==> config.mk <==
export PLATFORM = sky130hd
export DESIGN_NAME = dbi_encoder_pipe
export DESIGN_NICKNAME = d
export VERILOG_FILES = /design/src/rtl/dbi_encoder_pipe.sv
export SDC_FILE = /design/constraint.sdc
export NUM_CORES = 1
export LEC_CHECK = 0
export CORE_MARGIN = 5
export CORE_UTILIZATION = 50
export CTS_CLUSTER_DIAMETER = 50
export CTS_CLUSTER_SIZE = 8
export DETAILED_ROUTE_END_ITERATION = 8
export PLACE_DENSITY = 0.74
export RECOVER_POWER = 50
export SYNTH_ARGS = -nofsm -noshare
export SYNTH_HDL_FRONTEND = slang
export SYNTH_SLANG_ARGS = --single-unit
==> constraint.sdc <==
create_clock -name clk -period 5.8 [get_ports clk]
set_clock_uncertainty 0.1 [all_clocks]
set_input_delay 1.74 -clock clk [delete_from_list [all_inputs] [get_ports clk]]
set_output_delay 1.74 -clock clk [all_outputs]
set_load 0.05 [all_outputs]
==> src/rtl/dbi_encoder_pipe.sv <==
// dbi_encoder_pipe: two-stage pipelined multi-lane DBI encoder (bypass/DC/AC) with saturating inversion statistic
module dbi_encoder_pipe #(
   parameter int LANES  = 4,
   parameter int LANE_W = 8,
   parameter int CNT_W  = 16
) (
   input  logic                    clk,
   input  logic                    rst_n,
   input  logic                    in_valid,
   output logic                    in_ready,
   input  logic [LANES*LANE_W-1:0] in_data,
   input  logic [1:0]              in_mode,
   output logic                    out_valid,
   input  logic                    out_ready,
   output logic [LANES*LANE_W-1:0] out_data,
   output logic [LANES-1:0]        out_dbi,
   input  logic                    stat_clr,
   output logic [CNT_W-1:0]        inv_count
);
   localparam int W = LANES * LANE_W;
   localparam int SW = CNT_W + 5;
   localparam logic [4:0] HALF = 5'(LANE_W / 2);
   localparam logic [CNT_W-1:0] CNT_MAX = '1;

   function automatic logic [4:0] pop(input logic [15:0] v);
      pop = '0;
      for (int i = 0; i < 16; i++) pop = pop + 5'(v[i]);
   endfunction

   logic          s1_valid;
   logic [W-1:0]  s1_data;
   logic [1:0]    s1_mode;
   logic [W-1:0]  hist_data;
   logic [W-1:0]  enc_data;
   logic [LANES-1:0] inv;
   logic [LANE_W-1:0] lane, prev;
   logic          s2_load, in_fire, out_fire;
   logic [4:0]    dbi_pop;
   logic [SW-1:0] cnt_sum;

   assign in_ready = ~s1_valid | ~out_valid | out_ready;
   assign in_fire  = in_valid & in_ready;
   assign s2_load  = s1_valid & (~out_valid | out_ready);
   assign out_fire = out_valid & out_ready;
   assign dbi_pop  = pop(16'(out_dbi));
   assign cnt_sum  = SW'(inv_count) + SW'(dbi_pop);

   // Per-lane invert decision; DC inverts when zeros exceed half (ones below half), ties never invert
   always_comb begin
      inv = '0;
      enc_data = '0;
      lane = '0;
      prev = '0;
      for (int k = 0; k < LANES; k++) begin
         lane = s1_data[k*LANE_W +: LANE_W];
         prev = hist_data[k*LANE_W +: LANE_W];
         inv[k] = s1_mode == 2'd1 ? pop(16'(lane)) < HALF :
                  s1_mode == 2'd2 ? pop(16'(lane ^ prev)) > HALF : 1'b0;
         enc_data[k*LANE_W +: LANE_W] = inv[k] ? ~lane : lane;
      end
   end

   // Stage 1: capture raw word and its mode on input handshake
   always_ff @(posedge clk or negedge rst_n)
      if (!rst_n) begin
         s1_valid <= 1'b0;
         s1_data  <= '0;
         s1_mode  <= '0;
      end else if (in_fire) begin
         s1_valid <= 1'b1;
         s1_data  <= in_data;
         s1_mode  <= in_mode;
      end else if (s2_load) s1_valid <= 1'b0;

   // Stage 2: output register and transmit history; out_dbi doubles as the history DBI flags
   always_ff @(posedge clk or negedge rst_n)
      if (!rst_n) begin
         out_valid <= 1'b0;
         out_data  <= '0;
         out_dbi   <= '0;
         hist_data <= '1;
      end else if (s2_load) begin
         out_valid <= 1'b1;
         out_data  <= enc_data;
         out_dbi   <= inv;
         hist_data <= enc_data;
      end else if (out_fire) out_valid <= 1'b0;

   // Saturating count of inverted lanes delivered; clear wins over increment
   always_ff @(posedge clk or negedge rst_n)
      if (!rst_n) inv_count <= '0;
      else if (stat_clr) inv_count <= '0;
      else if (out_fire) inv_count <= cnt_sum > SW'(CNT_MAX) ? CNT_MAX : cnt_sum[CNT_W-1:0];
endmodule

==> results of run 1 <==
-- cells by family after synthesis --
family	after synthesis	share of synthesized area, %
compound gates	81	7.96
xor+xnor	56	7.32
fa+ha+maj	52	13.2
buf+inv	77	4.56
flops	120	45.4
mux	62	10.3
simple gates	143	11.2
-- worst max-delay path, cell delays in order --
cell and delay [ps]:
dlygate4sd3_1 570, nand3b_1 160, clkdlybuf4s50_1 820
-- registers in the layout (all words and copies together) (netlist names) --
signal,cells
s1_mode,2
out_data,32
out_dbi,4
hist_data,32
s1_data,32
inv_count,16
s1_valid,1
out_valid,1
-- synthesized netlist by cell type (2+ instances only) --
cell      count
or4_1         2
or4_4         2
nor2b_1       3
and4_1        5
nand4_1       3
nand2_1      49
nor4b_1       3
dfstp_2      32
a21o_1        8
mux2_2       58
nand3_1      16
dfrtp_1      88
o21bai_1      2
and2_1        2
a311oi_1      4
o22ai_1       3
xnor2_1      43
and3_1        2
a21oi_1      13
o21ai_0      24
a22oi_2       3
inv_1        55
mux2i_1       4
nor2_1       27
buf_6         2
o21ai_1       2
a211oi_1     11
nand4b_1      3
o211ai_1      4
a22o_1        3
clkbuf_1     19
nand3b_1      5
fa_1         31
nor3_1       11
xor2_1       13
ha_1         21
nand2b_1      6
-- final timing paths --
check / slack, ps / endpoint / cells past startpoint
max reg2reg: 1320 / out_data[5] / 12
min: 370 / out_data[2] / 1
min reg2reg: 370 / out_data[2] / 1
min in group asynchronous: 2260 / s1_data[29] / 1
max in group asynchronous: 1300 / s1_data[24] / 2
max: 670 / in_ready / 3
-- through the flow --
stage / util [%] / instances / hold WS (ps) / setup slack, ps
final: 63.4 / 875 / 373 / 670
after global routing: 63.4 / 875 / 389 / 528
after CTS: 63.5 / 875 / 377 / 729
after detailed placement: 59.0 / 843 / 365 / 732
after global placement: 59.0 / 843 / 366 / 751
after floorplan: - / 591 / 366 / 1670
-- final cells by class --
cell class / count / share of cell area (%)
clock inverters: 9 / 1.14
well taps: 176 / 2.63
flip-flops and latches: 120 / 36.4
repair buffers: 98 / 11.4
inverters: 55 / 2.47
multi-input cells: 394 / 40.1
clock buffers: 23 / 5.95
-- per-layer routing --
layer  wire length, um  vias to the layer above  track usage [%]  share of wire, %
met2              7040                      122             30.7                50
li1                  -                     2200                -                 -
met3               589                       20             4.32               4.1
met5                 0                        -                0                 0
met4               245                        0             7.07               1.7
met1              6320                     2326             23.9                45
==> flow_summary.toml, run 1 <==
[status]
outcome = "complete, but fails checks"
failed_checks = "max-capacitance violations, max-slew violations"

[sta]
relSlewSlack_pct = -107
hold_viol = 0
drv_slew = 96
setup_viol = 0
fmax_mhz = 195
fin_crit_sh_pct = 88.4
fin_crit_ps = 5130
tns_ps = 0
tightest_slew_ps = 3110
rsz0062_at_grt = "false"

[drt]
routed_wl_um = 14200
first_iter_violations = 227
ant_nets = 0
drt-wirelength-per-cell_um = 16.2
vias = 4668
drtPass1Iterations = 4
drc = 0
avgViaCountPerCell = 5.33

[floorplan]
num_rows = 42
die_h_um = 126
io_pins = 93
dieArea_um2 = 15800
start_util_pct = 50.8
core_area_um2 = 13200
die_x_um = 126

[worst_setup_path]
path_class = "in -> out"
crit_required_ps = 3960
endpoint_kind = "primary output"
critPathArrivalTime_ps = 3290
r2r_start = "hist_data[1]"
startpoint_type = "input pin"
critical_path.max_fanout = 4
critPathLaunch = "out_ready"

[worst_hold_path]
hp-class = "reg -> reg"
min-delay-start = "out_data[2]"

[placed_design]
place_area_um2 = 7780
io_buffer_count = 92
place_congestion = 0.805
hpwlAfterDp_um = 10200

[layout]
layout.nets = 777
area_growth_pct = 24.9
fill_cells = 1046
final_cell_mix = "clkdlybuf4s50_1, dfrtp_1, mux2_2, inv_1, nand2_1"
final_area_um2 = 8370
diodes = 0
mostFrequentLayoutCell = "clkdlybuf4s50_1"
drive_gt1_share_pct = 19.3
seq_area_um2 = 3040
multi_input_area_um2 = 3350

[global_routing]
antenna_found_initial = 0
grt_pass1_vias = 4929
globalRoute.totalOverflow = 0
grt_max_degree = 61
gr-usage-all-layers_pct = 18.6
grt_first_pass_wirelength_um = 23700

[clock_network]
clockRootBuffer = "clkbuf_16"
cts_resized = 0
cts_buffer_depth = 2
cts_inserted_buffers = 17
tritoncts = "yes"
cts.sinks = 120
post-cts-setup-buffers = 0
postCtsHoldBufs = 0
clk_latency_ps = 410
cts.clk_slew.worst_paths_ps = 50
cts_max_level = 4

[yosys]
synth_area_um2 = 6700
ys_ff_latch = 120
synth_flop_cell = "dfrtp_1"
seq_area_frac_synth_pct = 45.4
syn_avg_cell_area_um2 = 11.3
synth_top_area_share_pct = 32.9
synth_nets = 682
yosysTopAreaCell = "dfrtp_1"
synth_warnings = 0
async_reset_ff_share_pct = 100
synthTopCellsByArea = "dfrtp_1, dfstp_2, mux2_2"
synthCells = 591
synth_cell_types = 46
synth_edf_count = 0

[flow_run]
maxCapViolCount = 2
Power of run 1 is left out: the tool's default activity adds up to more than one toggle a clock period on the data nets, which glitch-free logic cannot reach.
==> run 2, diff against run 1 <==
--- a/config.mk
+++ b/config.mk
@@ -5,12 +5,14 @@
 export SDC_FILE = /design/constraint.sdc
 export NUM_CORES = 1
 export LEC_CHECK = 0
+export CELL_PAD_IN_SITES_DETAIL_PLACEMENT = 2
+export CELL_PAD_IN_SITES_GLOBAL_PLACEMENT = 2
 export CORE_MARGIN = 5
-export CORE_UTILIZATION = 50
+export CORE_UTILIZATION = 37
 export CTS_CLUSTER_DIAMETER = 50
 export CTS_CLUSTER_SIZE = 8
 export DETAILED_ROUTE_END_ITERATION = 8
-export PLACE_DENSITY = 0.74
+export PLACE_DENSITY_LB_ADDON = 0.1
 export RECOVER_POWER = 50
 export SYNTH_ARGS = -nofsm -noshare
 export SYNTH_HDL_FRONTEND = slang
==> run 2 against run 1 <==
Against the previous run: the flow still finishes with violations (max-capacitance violations, max-slew violations); sequential cell count unchanged; via count up 3.0%; global-route usage down 0.47 points; non-clock buffer count unchanged; setup slack worse by 25 ps; first-iteration DRC count down 54%; final cell count up 5.9%; register-to-register slack worse by 150 ps; wire length up 25%; hold slack better by 2.4 ps; critical path depth unchanged.
==> flow_summary.toml, run 2 (same netlist as run 1, synthesis figures left out) <==
[floorplan]
start_util_pct = 37.4
die_h_um = 145
dieArea_um2 = 20900
core_area_um2 = 17900
io_pins = 93
die_x_um = 145
num_rows = 49

[sta]
relSlewSlack_pct = -102
tightest_slew_ps = 3040
fin_crit_sh_pct = 88.9
tns_ps = 0
fmax_mhz = 194
hold_viol = 0
fin_crit_ps = 5150
drv_slew = 121
setup_viol = 0
rsz0062_at_grt = "false"

[layout]
diodes = 0
mostFrequentLayoutCell = "clkdlybuf4s50_1"
reg_top3 = "hist_data: 32 flops, out_data: 32 flops, s1_data: 32 flops"
drive_gt1_share_pct = 19.2
layout.nets = 777
final_cell_mix = "clkdlybuf4s50_1, dfrtp_1, mux2_2, inv_1, nand2_1"
area_growth_pct = 24.9

[worst_setup_path]
crit_buf_inv = 2
crit_path_cell_trace = "dlygate4sd3_1, nand3b_1, clkdlybuf4s50_1"
critical_path.max_fanout = 4
slowest_delay_ps = 820
crit_required_ps = 3960
cp.depth = 3
crit_family = "buffers and inverters"
startpoint_type = "input pin"
r2r_cells = 12
cpMaxStageDelayCell = "clkdlybuf4s50_1"
path_class = "in -> out"
endpoint_kind = "primary output"
critPathArrivalTime_ps = 3310

[placed_design]
hpwlAfterDp_um = 12700
io_buffer_count = 92
place_congestion = 0.792

[clock_network]
postCtsHoldBufs = 0
cts_inserted_buffers = 17
clockRootBuffer = "clkbuf_16"
cts.clk_slew.worst_paths_ps = 60
clk_latency_ps = 420
tritoncts = "yes"
post-cts-setup-buffers = 0
cts_buffer_depth = 2
cts_resized = 0
cts_max_level = 4
cts.sinks = 120

[drt]
drt-wirelength-per-cell_um = 19.1
vias = 4806
ant_nets = 0
first_iter_violations = 105
routed_wl_um = 17700
avgViaCountPerCell = 5.18
drc = 0
drtPass1Iterations = 4

[global_routing]
antenna_found_initial = 0
globalRoute.totalOverflow = 0
grt_pass1_vias = 5562
gr-usage-all-layers_pct = 18.1
grt_max_degree = 121
grt_first_pass_wirelength_um = 29300

[worst_hold_path]
hp-class = "reg -> reg"
hold_depth = 1

[flow_run]
maxCapViolCount = 1

[status]
outcome = "complete, but fails checks"
failed_checks = "max-capacitance violations, max-slew violations"
[run 2: cell count changes in the layout (fill, tap and decap cells not counted)]
cell / delta
clkbuf_8: -3
clkinvlp_4: +3
buf_4: +2
bufinv_16: -2
clkbuf_2: -1
clkbuf_4: +1
clkinv_2: -1
[run 2: worst paths after layout]
| check | from | end | slack, ps |
|---|---|---|---|
| min in group asynchronous | rst_n | s1_data[30] | 2330 |
| worst max register to register | s1_data[1] | out_data[6] | 1170 |
| worst max-delay path | out_ready | in_ready | 650 |
| max in group asynchronous | rst_n | s1_data[13] | 1520 |
| worst min-delay path | out_data[2] | out_data[2] | 380 |
| worst min register to register | out_data[2] | out_data[2] | 380 |
[run 2: metal layers]
metal / vias up / wire [um] / GRT usage, %
met5: - / 0 / 0
met4: 0 / 280 / 5.89
met3: 23 / 570 / 3.54
met2: 78 / 9140 / 31.2
met1: 2510 / 7740 / 22.8
li1: 2195 / - / -
[run 2: final cells by class]
class	count	area (um2)
clock buffers	22	464
clock inverters	9	52.6
fillers	1825	9540
inverters	55	206
multi-input cells	394	3350
flip-flops and latches	120	3040
well taps	229	287
repair buffers	98	961
[run 2: per-stage QoR]
step | instance area, um2 | setup WS [ps] | util, % | hold WS [ps] | instances
global placement | 7860 | 742 | 43.9 | 367 | 896
CTS | 8380 | 715 | 46.8 | 383 | 927
detailed placement | 7860 | 730 | 43.9 | 370 | 896
finish | 8370 | 645 | 46.7 | 376 | 927
global route | 8370 | 584 | 46.7 | 409 | 927
floorplan | 6700 | 1670 | - | 366 | 591
[run 2: worst register-to-register path, delay by kind of cell (launching register included)]
| kind | cells | cell delay [ps] |
|---|---|---|
| DFF | 1 | 450 |
| adders and majority gates | 5 | 2200 |
| muxes | 1 | 300 |
| AOI/OAI and AO/OA | 2 | 760 |
| buffers and inverters | 1 | 50 |
| xor gates and xnor gates | 3 | 670 |
Power of run 2 is left out for the same reason.
